--- src/rtl/serial_cla_add_ctrl_pkg.sv ---
// Shared types and constants for the digit-serial CLA adder controller.
package serial_cla_add_ctrl_pkg;

  typedef enum logic [1:0] {
    ST_IDLE = 2'd0,
    ST_RUN  = 2'd1,
    ST_DONE = 2'd2
  } state_e;

  localparam int DIG_W = 2;

  function automatic int ndig_f(input int width);
    return width / DIG_W;
  endfunction

endpackage

--- src/rtl/serial_cla_add_ctrl_if.sv ---
// Operand/sum handshake bundle for serial_cla_add_ctrl.
interface serial_cla_add_ctrl_if #(
  parameter int WIDTH = 8
) ();

  logic             in_valid;
  logic             in_ready;
  logic [WIDTH-1:0] in_a;
  logic [WIDTH-1:0] in_b;
  logic             out_valid;
  logic             out_ready;
  logic [WIDTH:0]   out_sum;
  logic             busy;

  modport master (
    output in_valid, in_a, in_b, out_ready,
    input  in_ready, out_valid, out_sum, busy
  );

  modport slave (
    input  in_valid, in_a, in_b, out_ready,
    output in_ready, out_valid, out_sum, busy
  );

endinterface

--- src/rtl/serial_cla_add_ctrl_cla2_slice.sv ---
// Combinational 2-bit carry-lookahead digit; APPROX_LSB_EN adds a lower-part-OR
// approximation mode selected by approx_i.
module cla2_slice
  import serial_cla_add_ctrl_pkg::*;
(
  input  logic [DIG_W-1:0] a_i,
  input  logic [DIG_W-1:0] b_i,
  input  logic             c_i,
`ifdef APPROX_LSB_EN
  input  logic             approx_i,
`endif
  output logic [DIG_W-1:0] s_o,
  output logic             c_o
);

  logic [DIG_W-1:0] g;
  logic [DIG_W-1:0] p;
  logic [DIG_W:0]   c;

  always_comb begin
    g    = a_i & b_i;
    p    = a_i | b_i;
    c[0] = c_i;
    c[1] = g[0] | (p[0] & c_i);
    c[2] = g[1] | (p[1] & g[0]) | (p[1] & p[0] & c_i);
    s_o  = a_i ^ b_i ^ c[DIG_W-1:0];
    c_o  = c[DIG_W];
`ifdef APPROX_LSB_EN
    // Approximate digit: OR the operand bits, carry only from the top bit pair.
    if (approx_i) begin
      s_o = p;
      c_o = g[1];
    end
`endif
  end

endmodule

--- src/rtl/serial_cla_add_ctrl.sv ---
// Digit-serial adder: one cla2_slice swept LSB-first across WIDTH-bit operands.
// Optional APPROX_LSB_EN macro approximates the low APPROX_DIGITS digits.
module serial_cla_add_ctrl
  import serial_cla_add_ctrl_pkg::*;
#(
  parameter int WIDTH         = 8,
  parameter int APPROX_DIGITS = 1
) (
  input  logic                 clk,
  input  logic                 rst,
  serial_cla_add_ctrl_if.slave bus
);

  localparam int NDIG  = ndig_f(WIDTH);
  localparam int CNT_W = (NDIG > 1) ? $clog2(NDIG) : 1;

  if (WIDTH < 2 || (WIDTH % 2) != 0 || APPROX_DIGITS < 0 || APPROX_DIGITS > NDIG) begin : g_bad_param
    $error("serial_cla_add_ctrl: illegal WIDTH/APPROX_DIGITS");
  end

  state_e                   state_q;
  logic [WIDTH-1:0]         a_q;
  logic [WIDTH-1:0]         b_q;
  logic [WIDTH-1:0]         sum_q;
  logic [CNT_W-1:0]         cnt_q;
  logic                     carry_q;
  logic [WIDTH:0]           out_sum_q;

  logic [DIG_W-1:0]         dig_s_d;
  logic                     carry_d;
  logic [WIDTH+DIG_W-1:0]   sum_cat_d;
  logic [WIDTH-1:0]         sum_d;
  logic                     last_dig_d;

  // New digit enters the sum register from the top.
  assign sum_cat_d  = {dig_s_d, sum_q};
  assign sum_d      = sum_cat_d[WIDTH+DIG_W-1:DIG_W];
  assign last_dig_d = (cnt_q == CNT_W'(NDIG - 1));

`ifdef APPROX_LSB_EN
  logic approx_sel;
  assign approx_sel = (int'(cnt_q) < APPROX_DIGITS);
`endif

  cla2_slice u_slice (
    .a_i      (a_q[DIG_W-1:0]),
    .b_i      (b_q[DIG_W-1:0]),
    .c_i      (carry_q),
`ifdef APPROX_LSB_EN
    .approx_i (approx_sel),
`endif
    .s_o      (dig_s_d),
    .c_o      (carry_d)
  );

  always_ff @(posedge clk) begin
    if (rst) begin
      state_q   <= ST_IDLE;
      a_q       <= '0;
      b_q       <= '0;
      sum_q     <= '0;
      cnt_q     <= '0;
      carry_q   <= 1'b0;
      out_sum_q <= '0;
    end else begin
      case (state_q)
        ST_IDLE: begin
          if (bus.in_valid) begin
            a_q     <= bus.in_a;
            b_q     <= bus.in_b;
            sum_q   <= '0;
            cnt_q   <= '0;
            carry_q <= 1'b0;
            state_q <= ST_RUN;
          end
        end
        ST_RUN: begin
          a_q     <= a_q >> DIG_W;
          b_q     <= b_q >> DIG_W;
          sum_q   <= sum_d;
          carry_q <= carry_d;
          if (last_dig_d) begin
            out_sum_q <= {carry_d, sum_d};
            state_q   <= ST_DONE;
          end else begin
            cnt_q <= cnt_q + CNT_W'(1);
          end
        end
        ST_DONE: begin
          if (bus.out_ready) state_q <= ST_IDLE;
        end
        default: state_q <= ST_IDLE;
      endcase
    end
  end

  assign bus.in_ready  = (state_q == ST_IDLE);
  assign bus.out_valid = (state_q == ST_DONE);
  assign bus.busy      = (state_q == ST_RUN) || (state_q == ST_DONE);
  assign bus.out_sum   = out_sum_q;

endmodule

--- src/flat_wrapper.sv ---
// flat-port wrapper written by rule: the top's interface ports become plain ports
module serial_cla_add_ctrl_flat import serial_cla_add_ctrl_pkg::*;
#(
  parameter int WIDTH         = 8,
  parameter int APPROX_DIGITS = 1
)
  (clk, rst, bus_in_valid, bus_in_a, bus_in_b, bus_out_ready, bus_in_ready, bus_out_valid, bus_out_sum, bus_busy);
  serial_cla_add_ctrl_if #(.WIDTH(WIDTH)) bus_i ();
  input  logic clk;
  input  logic rst;
  input wire logic [$bits(bus_i.in_valid)-1:0] bus_in_valid;
  input wire logic [$bits(bus_i.in_a)-1:0] bus_in_a;
  input wire logic [$bits(bus_i.in_b)-1:0] bus_in_b;
  input wire logic [$bits(bus_i.out_ready)-1:0] bus_out_ready;
  output wire logic [$bits(bus_i.in_ready)-1:0] bus_in_ready;
  output wire logic [$bits(bus_i.out_valid)-1:0] bus_out_valid;
  output wire logic [$bits(bus_i.out_sum)-1:0] bus_out_sum;
  output wire logic [$bits(bus_i.busy)-1:0] bus_busy;
  assign bus_i.in_valid = bus_in_valid;
  assign bus_i.in_a = bus_in_a;
  assign bus_i.in_b = bus_in_b;
  assign bus_i.out_ready = bus_out_ready;
  assign bus_in_ready = bus_i.in_ready;
  assign bus_out_valid = bus_i.out_valid;
  assign bus_out_sum = bus_i.out_sum;
  assign bus_busy = bus_i.busy;
  serial_cla_add_ctrl #(.WIDTH(WIDTH), .APPROX_DIGITS(APPROX_DIGITS)) u_core (.clk(clk), .rst(rst), .bus(bus_i));
endmodule
--- config.mk ---
export PLATFORM = sky130hd
export DESIGN_NAME = serial_cla_add_ctrl_flat
export DESIGN_NICKNAME = d
export VERILOG_FILES = /design/src/rtl/serial_cla_add_ctrl_pkg.sv /design/src/rtl/serial_cla_add_ctrl_if.sv /design/src/rtl/serial_cla_add_ctrl_cla2_slice.sv /design/src/rtl/serial_cla_add_ctrl.sv /design/src/flat_wrapper.sv
export SDC_FILE = /design/constraint.sdc
export NUM_CORES = 1
export LEC_CHECK = 0
export ABC_CLOCK_PERIOD_IN_PS = 4350
export CORE_ASPECT_RATIO = 0.7
export CORE_MARGIN = 4
export CORE_UTILIZATION = 33
export CTS_BUF_LIST = sky130_fd_sc_hd__clkbuf_16
export DETAILED_ROUTE_END_ITERATION = 12
export DONT_BUFFER_PORTS = 1
export PLACE_DENSITY = 0.46
export SLEW_MARGIN = 5
export SYNTH_ARGS = -nofsm -noshare
export SYNTH_HDL_FRONTEND = slang
export SYNTH_SLANG_ARGS = --single-unit
export TNS_END_PERCENT = 30
--- constraint.sdc ---
create_clock -name clk -period 4.35 [get_ports clk]
set_input_delay 0.435 -clock clk [delete_from_list [all_inputs] [get_ports clk]]
set_output_delay 0.435 -clock clk [all_outputs]
set_load 0.03 [all_outputs]
Word level (Yosys, flattened, before mapping)
Cells that the tools add are included.
{"block": "op_classes", "mux": 15, "n_eq_ne": 7, "reduce_logical": 7, "n_addsub": 1, "bitwise": 11}
{"operator": "8-bit one-hot mux with 2 select lines", "count": 3}
{"operator": "8-bit two-way mux", "count": 3}
{"operator": "2-bit two-way mux", "count": 5}
{"operator": "2-bit inequality test, second input constant", "count": 3}
{"operator": "2-bit one-hot mux with 3 select lines", "count": 1}
{"operator": "3-bit AND reduction", "count": 2}
{"operator": "1-bit AND", "count": 4}
{"operator": "2-bit == test, second input constant", "count": 2}
{"operator": "2-bit one-hot mux with 2 select lines", "count": 1}
{"operator": "2-bit AND reduction", "count": 2}
{"operator": "2-bit bitwise XOR", "count": 2}
{"operator": "1-bit OR", "count": 3}
{"operator": "2-bit by 1-bit adder with 2-bit output, second input constant", "count": 1}
{"operator": "2-bit AND", "count": 1}
{"operator": "2-bit by 1-bit == test with 1-bit output, second input constant", "count": 1}
{"operator": "2-bit zero test", "count": 1}
{"operator": "2-bit by 1-bit inequality test with 1-bit output, second input constant", "count": 1}
{"operator": "2-bit OR", "count": 1}
{"operator": "1-bit one-hot mux with 2 select lines", "count": 1}
{"operator": "2-bit nonzero test", "count": 1}
{"operator": "1-bit logical OR", "count": 1}
{"operator": "1-bit two-way mux", "count": 1}
{"block": "totals", "output_inout_bits": 12, "inputBits": 20, "elab_cells": 48, "reg_bits": 38}

Logic depth before layout (Yosys ltp)
Gate-level depths: netlist of run 1.
{"block": "depth", "ltp_word": 5, "ltp_mapped": 7, "ltp_nobuf": 5}

Cells and area by module
Synthesis of run 1 repeated with hierarchy kept, for this count alone.
{"block": "unflattened", "cells_unflattened": 187, "hier_area_um2": 1721.7}
{"mod": "serial_cla_add_ctrl", "cells_each": 172, "area_each_um2": 1601.5, "instances": 1}
{"mod": "cla2_slice", "cells_each": 15, "area_each_um2": 120.1, "instances": 1}

Least setup slack after synthesis of run 1
No wires, ideal clock.
{"block": "synth_path", "path_type": "register to register", "startpoint": "register u_core.state_q[0]", "endpoint": "register u_core.a_q[3]", "period_less_slack_ns": 1.702, "setup_ns": 0.145, "path_buffers": 2, "t_arrival_ns": 1.558, "slack_ns": 2.648, "stages_incl_launch_ff": 8, "path_cell_list": "dfxtp_1 inv_1 ha_1 buf_6 mux2_4 buf_6 nor2_1 a211oi_2"}
{"block": "synth_via", "elab_chain_cells": 3, "word_cells_on_any_way": 6, "cone_classes": "2 x eq/ne; 1 x mux; 3 x reduce/logical"}
{"element": "start, declared", "line_no": "serial_cla_add_ctrl.sv:21", "rtl": "state_e state_q;"}
{"element": "start signal, assigned", "line_no": "serial_cla_add_ctrl.sv:58", "rtl": "state_q <= ST_IDLE;"}
{"element": "start signal, assigned", "line_no": "serial_cla_add_ctrl.sv:74", "rtl": "state_q <= ST_RUN;"}
{"element": "start signal, assigned", "line_no": "serial_cla_add_ctrl.sv:84", "rtl": "state_q <= ST_DONE;"}
{"element": "2-bit zero test (*)"}
{"element": "net bus_in_ready", "line_no": "flat_wrapper.sv:15", "rtl": "output wire logic [$bits(bus_i.in_ready)-1:0] bus_in_ready;"}
{"element": "2-bit inequality test (no line) / 2-bit nonzero test (equally long branches)"}
{"element": "2-bit AND reduction (no line)"}
{"element": "end signal, assigned", "line_no": "serial_cla_add_ctrl.sv:69", "rtl": "a_q <= bus.in_a;"}
{"element": "end signal, assigned", "line_no": "serial_cla_add_ctrl.sv:78", "rtl": "a_q <= a_q >> DIG_W;"}
{"element": "end, declared", "line_no": "serial_cla_add_ctrl.sv:22", "rtl": "logic [WIDTH-1:0] a_q;"}
Mark *: on every way through the listed nets, which the timed path passes. The rest lies on a longest branch.
A chain may end at the register's enable or synchronous reset.

Worst setup path in the final report of run 1
{"block": "layout_path", "startpoint": "register u_core.state_q[0]", "endpoint": "register u_core.a_q[2]"}
The elaborated chain is that of the path after synthesis.

==> impl_metrics.csv, run 1 <==
group,metric,value,unit
outcome,outcome,"finished, final reports clean",
sta,worstMarginPinSlew,0.676,ns
global_route,grt.overflow.total,0,
sta,rsz0062_at_grt,"no",
critical_path,crit_type,"flip-flop to flip-flop",
place,io_buffers,0,
route,wl_met3,284,microns
logic_synthesis,ys_async_sr_fraction,0,%
place,gp_congestion,0.694,
floorplan,dieArea,0.00670,sq mm
route,highest_layer,"met4",
logic_synthesis,syn_nets,221,
logic_synthesis,synth_ff_type,"dfxtp_1",
route,wl_per_cell,15.0,microns
min_path,min_from,"rst",
logic_synthesis,synth_commonest_cells,"dfxtp_1 (36), nand2_1 (22), nor2_1 (18)",
global_route,grtUsageTotal,12.7,%
power_and_ir_drop,p_per_area,411,mW/mm^2
min_path,holdPathStages,1,
route,drt_iter0_markers,52,
critical_path,crit_fanout,28,
floorplan,chipWidth,96.1,microns
critical_path,reg2regPathDepth,5,
clock_tree,root_buffer,"clkbuf_16",
global_route,grt_pass1_vias,1358,
critical_path,r2r-end,"u_core.a_q[2]",
floorplan,die_height,69.7,microns
critical_path,worstPathArrival,2.11,ns
route,viasPerCell,5.06,
critical_path,cp.required,4.54,ns
floorplan,pin_count,32,
logic_synthesis,synth_edf_count,0,
place,dp_hpwl,2690,microns
sta,skew,0.00398,ns
clock_tree,cts_setup_buffers,0,
logic_synthesis,syn_avg_cell_area,9.34,sq um
logic_synthesis,ys_seq_area_share,40.2,%
final_layout,syn_to_final_growth,7.54,%
logic_synthesis,syn_area,0.00179,sq mm
global_route,grt_max_degree,37,
clock_tree,path_clk_slew,0.05,ns
sta,setup_viol,0,
final_layout,fin_nets,215,
min_path,hold_class,"input port to flip-flop",
final_layout,drive_above_1_share,12.9,%
floorplan,coreArea,0.00526,sq mm
critical_path,end_kind,"flip-flop",
logic_synthesis,synthTopCellsByArea,"dfxtp_1 (40%), a211oi_2 (8.4%), mux2i_1 (6.7%)",
clock_tree,clk_latency,0.27,ns
final_layout,design_area,0.00193,sq mm
route,wl_met2,1590,microns
floorplan,rows,22,
sta,tns,0,ns
power_and_ir_drop,peakVddDrop,0.000147,V
critical_path,rr_startpoint,"u_core.state_q[0]",
clock_tree,cts_resized,0,
min_path,whs_endpoint,"u_core.bus.out_sum[4]",
logic_synthesis,syn-instance-count,192,
power_and_ir_drop,p_leak,0.669,nW
sta,slew_viol_final,0,
route,drt-met1-wl,1940,microns
final_layout,num_antenna_cells,0,
global_route,grt_pass1_wl,6680,microns
clock_tree,cts_htree_levels,2,
sta,hold_violations,0,
sta,period_share,44.3,%
clock_tree,cts_tree,"yes",
critical_path,startpoint_type,"flip-flop",
floorplan,start_util,34.1,%
sta,max_freq,0.519,GHz
clock_tree,ctsHoldBuffers,0,
job,drv_cap,0,
route,via_count,1305,
logic_synthesis,yosysWarningCount,0,
route,wirelength,3860,microns
logic_synthesis,synth_top_area_share,40.2,%
final_layout,nFillCells,541,
clock_tree,cts_made_buffers,5,
sta,period_minus_slack,1.93,ns
critical_path,r2r_slack,2.42,ns
sta,slew-limit-headroom,54.9,%
route,drtPass1Iterations,4,
global_route,antenna_found_initial,0,
place,placedInstanceArea,0.00180,sq mm
logic_synthesis,synth_top_area_cell,"dfxtp_1",
route,ant_nets,0,
clock_tree,clk_path_buf_depth,2,
clock_tree,cts_sinks,36,
logic_synthesis,ys_seq_elements,36,
final_layout,postLayoutCoreUtil,36.7,%
logic_synthesis,synth.distinct_cells,37,
logic_synthesis,synth_most_common_cell,"dfxtp_1",
route,drc,0,
-- worst max-delay path: stages, from the launching register on --
cell and delay [ns]:
dfxtp_1 0.31, inv_1 0.10, ha_1 0.60, mux2_4 0.51
nor2_1 0.09, a211oi_2 0.21
-- layer usage --
| metal | global-route usage (%) | vias to the layer above |
|---|---|---|
| met1 | 17.9 | 611 |
| met4 | 3.79 | 0 |
| met5 | 0 | - |
| li1 | - | 661 |
| met2 | 17.7 | 28 |
| met3 | 4.99 | 5 |
-- power by group --
| part | total [mW] | switching (mW) | internal [mW] |
|---|---|---|---|
| logic | 0.106 | 0.0638 | 0.0420 |
| clock network | 0.329 | 0.124 | 0.205 |
| registers | 0.359 | 0.0111 | 0.348 |
-- registers in the layout (all words and copies together), names as in the netlist --
name and count:
u_core.bus.out_sum 9, u_core.a_q 8, u_core.b_q 8, u_core.sum_q 6
u_core.cnt_q 2, u_core.state_q 2, u_core.carry_q 1
-- worst max-delay path by stage --
stage                            startpoint            end  slack [ns]  cells after the start
final                     u_core.state_q[0]  u_core.a_q[2]        2.42                      5
after detailed placement  u_core.state_q[0]  u_core.a_q[2]        2.44                      5
after global routing      u_core.state_q[1]  u_core.a_q[6]        2.25                      5
after CTS                 u_core.state_q[0]  u_core.a_q[6]        2.41                      5
after global placement    u_core.state_q[0]  u_core.b_q[0]        2.54                      5
after floorplan           u_core.state_q[0]  u_core.a_q[3]        2.65                      7
-- stage by stage --
stage	setup WS (ns)	power (mW)	hold slack, ns	cells
after floorplan	2.65	0.468	0.432	192
after global placement	2.54	0.469	0.438	251
after detailed placement	2.44	0.472	0.443	251
after CTS	2.41	0.805	0.221	258
after global routing	2.25	0.837	0.218	258
final	2.42	0.793	0.228	258
-- cells by family after synthesis --
kind of cell	Yosys count	share of synthesized area, %
AOI/OAI and AO/OA	46	20.7
xor gates and xnor gates	1	0.489
adders and majority gates	9	6.70
buffers and inverters	25	7.61
DFF	36	40.2
muxes	15	8.93
and+or+nand+nor	60	15.4
-- cell usage in the layout (no fill, tap or decap) --
| master | instances |
|---|---|
| a32oi_1 | 6 |
| clkbuf_16 | 5 |
| and3b_1 | 1 |
| nand4_1 | 2 |
| nand2_1 | 22 |
| inv_1 | 11 |
| nor2b_1 | 3 |
| ha_1 | 8 |
| a31o_2 | 1 |
| and2_1 | 1 |
| xnor2_1 | 1 |
| nand3b_1 | 1 |
| nand2b_1 | 4 |
| nor2_1 | 18 |
| a31oi_1 | 3 |
| o211ai_1 | 1 |
| a21oi_1 | 16 |
| mux2i_2 | 1 |
| dfxtp_1 | 36 |
| a311oi_1 | 1 |
| a211oi_2 | 12 |
| mux2i_1 | 12 |
| nand3_1 | 4 |
| a211oi_1 | 1 |
| o21ai_0 | 2 |
| fa_1 | 1 |
| mux2_4 | 1 |
| nor3b_1 | 1 |
| or2_2 | 1 |
| o2111ai_1 | 2 |
| o311ai_0 | 1 |
| or3b_2 | 1 |
| buf_4 | 1 |
| mux2_2 | 1 |
| clkinv_1 | 2 |
| nor3_1 | 1 |
-- final cells by class --
class,instances,area (sq um),area share [%]
clock buffer,5,125,6.49
clock inverter,2,7.51,0.389
timing repair buffer,1,7.51,0.389
inverter,11,41.3,2.14
multi-input combinational,131,936,48.5
tap,72,90.1,4.67
sequential,36,721,37.4
Power figures use the tool's default switching activity.
==> run 2, diff against run 1 <==
--- a/config.mk
+++ b/config.mk
@@ -5,14 +5,15 @@
 export SDC_FILE = /design/constraint.sdc
 export NUM_CORES = 1
 export LEC_CHECK = 0
-export ABC_CLOCK_PERIOD_IN_PS = 4350
+export ABC_AREA = 1
+export ABC_CLOCK_PERIOD_IN_PS = 1700
 export CORE_ASPECT_RATIO = 0.7
 export CORE_MARGIN = 4
 export CORE_UTILIZATION = 33
 export CTS_BUF_LIST = sky130_fd_sc_hd__clkbuf_16
 export DETAILED_ROUTE_END_ITERATION = 12
 export DONT_BUFFER_PORTS = 1
-export PLACE_DENSITY = 0.46
+export PLACE_DENSITY = 0.47
 export SLEW_MARGIN = 5
 export SYNTH_ARGS = -nofsm -noshare
 export SYNTH_HDL_FRONTEND = slang
==> constraint.sdc (replaced) <==
create_clock -name clk -period 1.7 [get_ports clk]
set_input_delay 0.17 -clock clk [delete_from_list [all_inputs] [get_ports clk]]
set_output_delay 0.17 -clock clk [all_outputs]
set_load 0.03 [all_outputs]
==> run 2 against run 1 <==
Effect of this change: via count is 5.0% higher; global-route usage hardly changed; worst hold slack worse by 0.17 ns; critical path type unchanged; sequential power grew to 3.1 times the previous value; final cell count is 19% higher; synthesized cell count is 22% higher; largest cell class unchanged; largest power group is now combinational logic.
==> impl_metrics.csv, run 2 <==
group,metric,value,unit
outcome,outcome,"finished, final reports clean",
logic_synthesis,synth_most_common_cell,"nand2_1",
logic_synthesis,synth_top_area_share,42.6,%
logic_synthesis,syn_nets,264,
sta,worstMarginPinSlew,0.642,ns
logic_synthesis,synth.distinct_cells,20,
power_and_ir_drop,sequentialPowerShare,34.4,%
clock_tree,cts_made_buffers,5,
sta,hold_violations,0,
clock_tree,cts_sinks,36,
clock_tree,path_clk_slew,0.05,ns
global_route,grt_pass1_vias,1295,
floorplan,chipWidth,93.5,microns
place,io_buffers,0,
final_layout,num_antenna_cells,0,
global_route,antenna_found_initial,0,
route,wl_per_cell,11.7,microns
sta,skew,0.00333,ns
logic_synthesis,synth_top_area_cell,"dfxtp_1",
route,wirelength,3600,microns
route,viasPerCell,4.46,
min_path,holdPathStages,2,
critical_path,end_kind,"flip-flop",
sta,whs,0.0573,ns
logic_synthesis,ys_seq_elements,36,
power_and_ir_drop,pwr-share-clk,25.6,%
logic_synthesis,ys_seq_area_share,42.6,%
sta,slew_viol_final,0,
logic_synthesis,synth_edf_count,0,
final_layout,final_common_cell,"nand2_1",
critical_path,crit_chain,"inv_1 -> ha_1 -> inv_2 -> nand2_1 -> nand2_2 -> buf_4 -> nand2_1 -> nand2_1 -> a21oi_1",
clock_tree,cts_htree_levels,2,
sta,max_freq,0.664,GHz
clock_tree,clk_latency,0.27,ns
final_layout,fin_nets,267,
logic_synthesis,synth_ff_type,"dfxtp_1",
critical_path,startpoint_type,"flip-flop",
critical_path,slowest_delay,0.33,ns
sta,slew-limit-headroom,57.1,%
final_layout,largest_reg_flops,9,
critical_path,crit_type,"flip-flop to flip-flop",
place,gp_congestion,0.768,
final_layout,syn_to_final_growth,11.3,%
final_layout,layout_common_cells,"nand2_1 (67), nor2_1 (40), dfxtp_1 (36)",
logic_synthesis,ys_async_sr_fraction,0,%
power_and_ir_drop,intPower,2.00,mW
logic_synthesis,syn-instance-count,235,
power_and_ir_drop,p_sw_share,39.3,%
power_and_ir_drop,p_leak,0.828,nW
critical_path,worstPathArrival,1.64,ns
logic_synthesis,synth_commonest_cells,"nand2_1 (67), nor2_1 (40), dfxtp_1 (36)",
power_and_ir_drop,peakVddDrop,0.00111,V
route,drc,0,
critical_path,cp.required,1.83,ns
place,dp_hpwl,2530,microns
min_path,hold_class,"input port to flip-flop",
floorplan,rows,21,
route,drtPass1Iterations,4,
power_and_ir_drop,p_per_area,1750,mW/mm^2
floorplan,start_util,34.8,%
sta,rsz0062_at_grt,"no",
clock_tree,cts_tree,"yes",
sta,setup_viol,0,
global_route,grt.overflow.total,0,
clock_tree,clk_path_buf_depth,2,
global_route,grt_max_degree,24,
critical_path,reg2regPathDepth,9,
logic_synthesis,yosysWarningCount,0,
global_route,grtUsageTotal,12.7,%
route,via_count,1370,
power_and_ir_drop,p_sw,1.29,mW
floorplan,die_height,67.9,microns
route,drt_iter0_markers,63,
floorplan,coreArea,0.00486,sq mm
critical_path,slowest_stage,"dfxtp_1",
logic_synthesis,synthTopCellsByArea,"dfxtp_1 (43%), nand2_1 (15%), nor2_1 (8.9%)",
route,ant_nets,0,
critical_path,crit_fanout,12,
sta,period_share,88.7,%
job,drv_cap,0,
final_layout,drive_above_1_share,10.1,%
floorplan,pin_count,32,
power_and_ir_drop,p_comb_share,40.0,%
floorplan,dieArea,0.00635,sq mm
clock_tree,root_buffer,"clkbuf_16",
final_layout,nFillCells,533,
logic_synthesis,syn_area,0.00169,sq mm
logic_synthesis,syn_avg_cell_area,7.19,sq um
critical_path,crit_top_cell,"nand2_1",
global_route,grt_pass1_wl,6140,microns
sta,period_minus_slack,1.51,ns
sta,tns,0,ns
## run 2: cell types whose count changed after synthesis, sizes merged, moves of 3 or more
cell / change
inv: +8
nor2b: -3
nand2b: -4
nor2: +22
nand2: +50
a31oi: -3
a211oi: -13
nand3: +5
mux2i: -13
o21ai: +18
a32oi: -6
## run 2: worst paths after layout
kind	startpoint	to	slack, ns
setup / recovery	u_core.state_q[0]	u_core.cnt_q[1]	0.19
hold reg to reg	u_core.sum_q[2]	u_core.sum_q[2]	0.46
setup reg to reg	u_core.state_q[0]	u_core.cnt_q[1]	0.19
hold / removal	bus_in_b[6]	u_core.b_q[6]	0.06
## run 2: power by group through the flow
stage / Sequential, mW / Combinational (mW) / Clock [mW]
finish: 1.13 / 1.31 / 0.842
CTS: 1.13 / 1.35 / 0.868
global placement: 1.15 / 1.34 / 0
global route: 1.16 / 1.51 / 0.900
detailed placement: 1.15 / 1.33 / 0
floorplan: 1.12 / 1.14 / 0
## run 2: logic make-up after synthesis
group	Yosys count	synth area share (%)
simple gates	121	28.3
compound gates	38	12.1
flops	36	42.6
buf+inv	30	9.33
fa+ha+maj	9	7.11
xor+xnor	1	0.518
## run 2: what timing repair did
item,4_1_cts,5_1_grt
hold endpoints to repair,14,0
resized for setup,0,0
hold buffers,1,0
buffers inserted,0,0
## run 2: critical path, delay by kind of cell, from the launching register on
kind | cells | cell delay, ns
compound gates | 1 | 0.05
fa+ha+maj | 1 | 0.26
buf+inv | 3 | 0.34
flops | 1 | 0.33
simple gates | 4 | 0.38
## run 2: per-layer routing
metal / share of wire, % / global-route usage, % / routed length [microns]
met1: 54 / 17.1 / 1930
met3: 6.1 / 5.27 / 221
met4: 0.97 / 5.41 / 35
met5: 0 / 0 / 0
met2: 39 / 17.9 / 1410
## run 2: final cells by class
| cell class | count | area (sq um) | share of cell area (%) |
|---|---|---|---|
| Clock buffer | 5 | 125 | 6.65 |
| Clock inverter | 2 | 8.76 | 0.465 |
| Inverter | 19 | 73.8 | 3.92 |
| Multi-Input combinational cell | 169 | 812 | 43.2 |
| Sequential cell | 36 | 721 | 38.3 |
| Tap cell | 69 | 86.3 | 4.59 |
| Timing Repair Buffer | 7 | 55.1 | 2.93 |
## run 2: stage by stage
stage | area [sq um] | util (%) | worst slack [ns] | power (mW) | std cells
floorplan | 1690 | - | 0.190 | 2.27 | 235
global placement | 1740 | 35.8 | 0.242 | 2.49 | 299
detailed placement | 1740 | 35.8 | 0.215 | 2.48 | 299
CTS | 1880 | 38.7 | 0.170 | 3.35 | 307
global route | 1880 | 38.7 | 0.0328 | 3.57 | 307
finish | 1880 | 38.7 | 0.193 | 3.29 | 307
==> run 3, diff against run 2 <==
--- a/config.mk
+++ b/config.mk
@@ -13,6 +13,7 @@
 export CTS_BUF_LIST = sky130_fd_sc_hd__clkbuf_16
 export DETAILED_ROUTE_END_ITERATION = 12
 export DONT_BUFFER_PORTS = 1
+export MAX_ROUTING_LAYER = met4
 export PLACE_DENSITY = 0.47
 export SLEW_MARGIN = 5
 export SYNTH_ARGS = -nofsm -noshare
==> run 3 against run 2 <==
Effect of this change: global-route usage is 0.37 points higher; core utilization stayed put; first-iteration DRC count stayed put; worst hold slack worse by 0.0027 ns; register-to-register slack hardly changed; clock-buffer cell count stayed put; clock skew is 0.0016 ns higher; die area stayed put.
==> impl_metrics.csv, run 3 (synthesized netlist as in run 2, its figures left out) <==
group,metric,value,unit
sta,setup_viol,0,
min_path,whs_endpoint,"u_core.b_q[6]",
global_route,grt_max_degree,24,
outcome,outcome,"finished, final reports clean",
clock_tree,cts_made_buffers,5,
critical_path,worstPathArrival,1.63,ns
power_and_ir_drop,peakVddDrop,0.00111,V
sta,slew_viol_final,0,
global_route,antenna_found_initial,0,
floorplan,start_util,34.8,%
sta,max_freq,0.664,GHz
global_route,grt.overflow.total,0,
clock_tree,cts_sinks,36,
min_path,min_from,"bus_in_b[6]",
sta,slew-limit-headroom,56.9,%
final_layout,instances_no_fill,307,
sta,period_share,88.5,%
clock_tree,cts_setup_buffers,0,
place,dp_cells,299,
sta,worstMarginPinSlew,0.645,ns
final_layout,fin_nets,267,
power_and_ir_drop,p_per_area,1750,mW/mm^2
final_layout,syn_to_final_growth,11.3,%
critical_path,rr_startpoint,"u_core.state_q[0]",
final_layout,drive_above_1_share,10.1,%
critical_path,reg2regPathDepth,9,
clock_tree,cts_htree_levels,2,
min_path,hold_class,"input port to flip-flop",
place,gp_congestion,0.779,
route,wl_per_cell,11.8,microns
job,drv_cap,0,
route,drtPass1Iterations,4,
final_layout,layout_common_cells,"nand2_1 (67), nor2_1 (40), dfxtp_1 (36)",
clock_tree,clk_latency,0.28,ns
place,io_buffers,0,
floorplan,dieArea,0.00635,sq mm
floorplan,chipWidth,93.5,microns
global_route,grt_pass1_wl,6150,microns
clock_tree,clk_path_buf_depth,2,
critical_path,cp.required,1.83,ns
clock_tree,root_buffer,"clkbuf_16",
critical_path,startpoint_type,"flip-flop",
min_path,holdPathStages,2,
place,dp_slack,0.215,ns
sta,tns,0,ns
floorplan,die_height,67.9,microns
final_layout,largest_reg_flops,9,
clock_tree,cts_tree,"yes",
critical_path,end_kind,"flip-flop",
route,via_count,1377,
route,drt_iter0_markers,63,
sta,skew,0.00494,ns
place,dp_hpwl,2530,microns
route,viasPerCell,4.49,
critical_path,r2r_slack,0.19,ns
critical_path,crit_type,"flip-flop to flip-flop",
sta,post-route-worst-setup-slack,0.195,ns
floorplan,coreArea,0.00486,sq mm
global_route,grtUsageTotal,13.1,%
floorplan,rows,21,
final_layout,final_common_cell,"nand2_1",
critical_path,r2r-end,"u_core.cnt_q[1]",
sta,whs,0.0547,ns
sta,rsz0062_at_grt,"no",
route,wirelength,3620,microns
sta,period_minus_slack,1.51,ns
power_and_ir_drop,p_leak,0.828,nW
critical_path,crit_fanout,12,
sta,hold_violations,0,
final_layout,num_antenna_cells,0,
global_route,grt_pass1_vias,1287,
floorplan,pin_count,32,
route,drc,0,
route,ant_nets,0,
clock_tree,path_clk_slew,0.06,ns
run 3: metrics by stage:
| stage | power, mW | instance area [sq um] | util (%) |
|---|---|---|---|
| final | 3.30 | 1880 | 38.7 |
| after global routing | 3.57 | 1880 | 38.7 |
| after CTS | 3.35 | 1880 | 38.7 |
| after detailed placement | 2.48 | 1740 | 35.8 |
| after global placement | 2.49 | 1740 | 35.8 |
| after floorplan | 2.27 | 1690 | - |
run 3: report_power, final:
| group | internal, mW | switching, mW | leakage (nW) | total (mW) |
|---|---|---|---|---|
| clock | 0.526 | 0.323 | 0.0709 | 0.848 |
| combinational | 0.439 | 0.876 | 0.463 | 1.31 |
| sequential | 1.03 | 0.101 | 0.294 | 1.13 |
| total | 2.00 | 1.30 | 0.828 | 3.30 |
run 3: how the worst max path moves through the flow:
stage | start | endpoint | cells after the start
3_3_place_gp | u_core.state_q[1] | u_core.a_q[7] | 7
2_1_floorplan | u_core.state_q[0] | u_core.a_q[2] | 8
6_report | u_core.state_q[0] | u_core.cnt_q[1] | 9
5_1_grt | u_core.state_q[0] | u_core.cnt_q[1] | 9
4_1_cts | u_core.state_q[0] | u_core.cnt_q[0] | 9
3_5_place_dp | u_core.state_q[1] | u_core.b_q[6] | 8
run 3: final cells by class:
| type | instances | area (sq um) |
|---|---|---|
| Tap cell | 69 | 86.3 |
| Clock buffer | 5 | 125 |
| Fill cell | 533 | 2980 |
| Timing Repair Buffer | 7 | 55.1 |
| Clock inverter | 2 | 8.76 |
| Multi-Input combinational cell | 169 | 812 |
| Sequential cell | 36 | 721 |
| Inverter | 19 | 73.8 |
run 3: timing repair:
action	4_1_cts	5_1_grt
resized for setup	0	0
hold buffers	1	0
hold endpoints to repair	14	0
run 3: worst max-delay path, stage by stage, from the launching register on:
cell and delay [ns]:
dfxtp_1 0.33, inv_1 0.07, ha_1 0.26, inv_2 0.06, nand2_1 0.05, nand2_2 0.20, buf_4 0.21, nand2_1 0.07
nand2_1 0.06, a21oi_1 0.05
run 3: metal layers:
layer	GRT usage, %	part of all wire, %	vias up
met4	5.41	1.4	0
met2	17.9	39	28
li1	-	-	738
met5	-	0	-
met3	5.16	7.4	7
met1	17.1	52	604
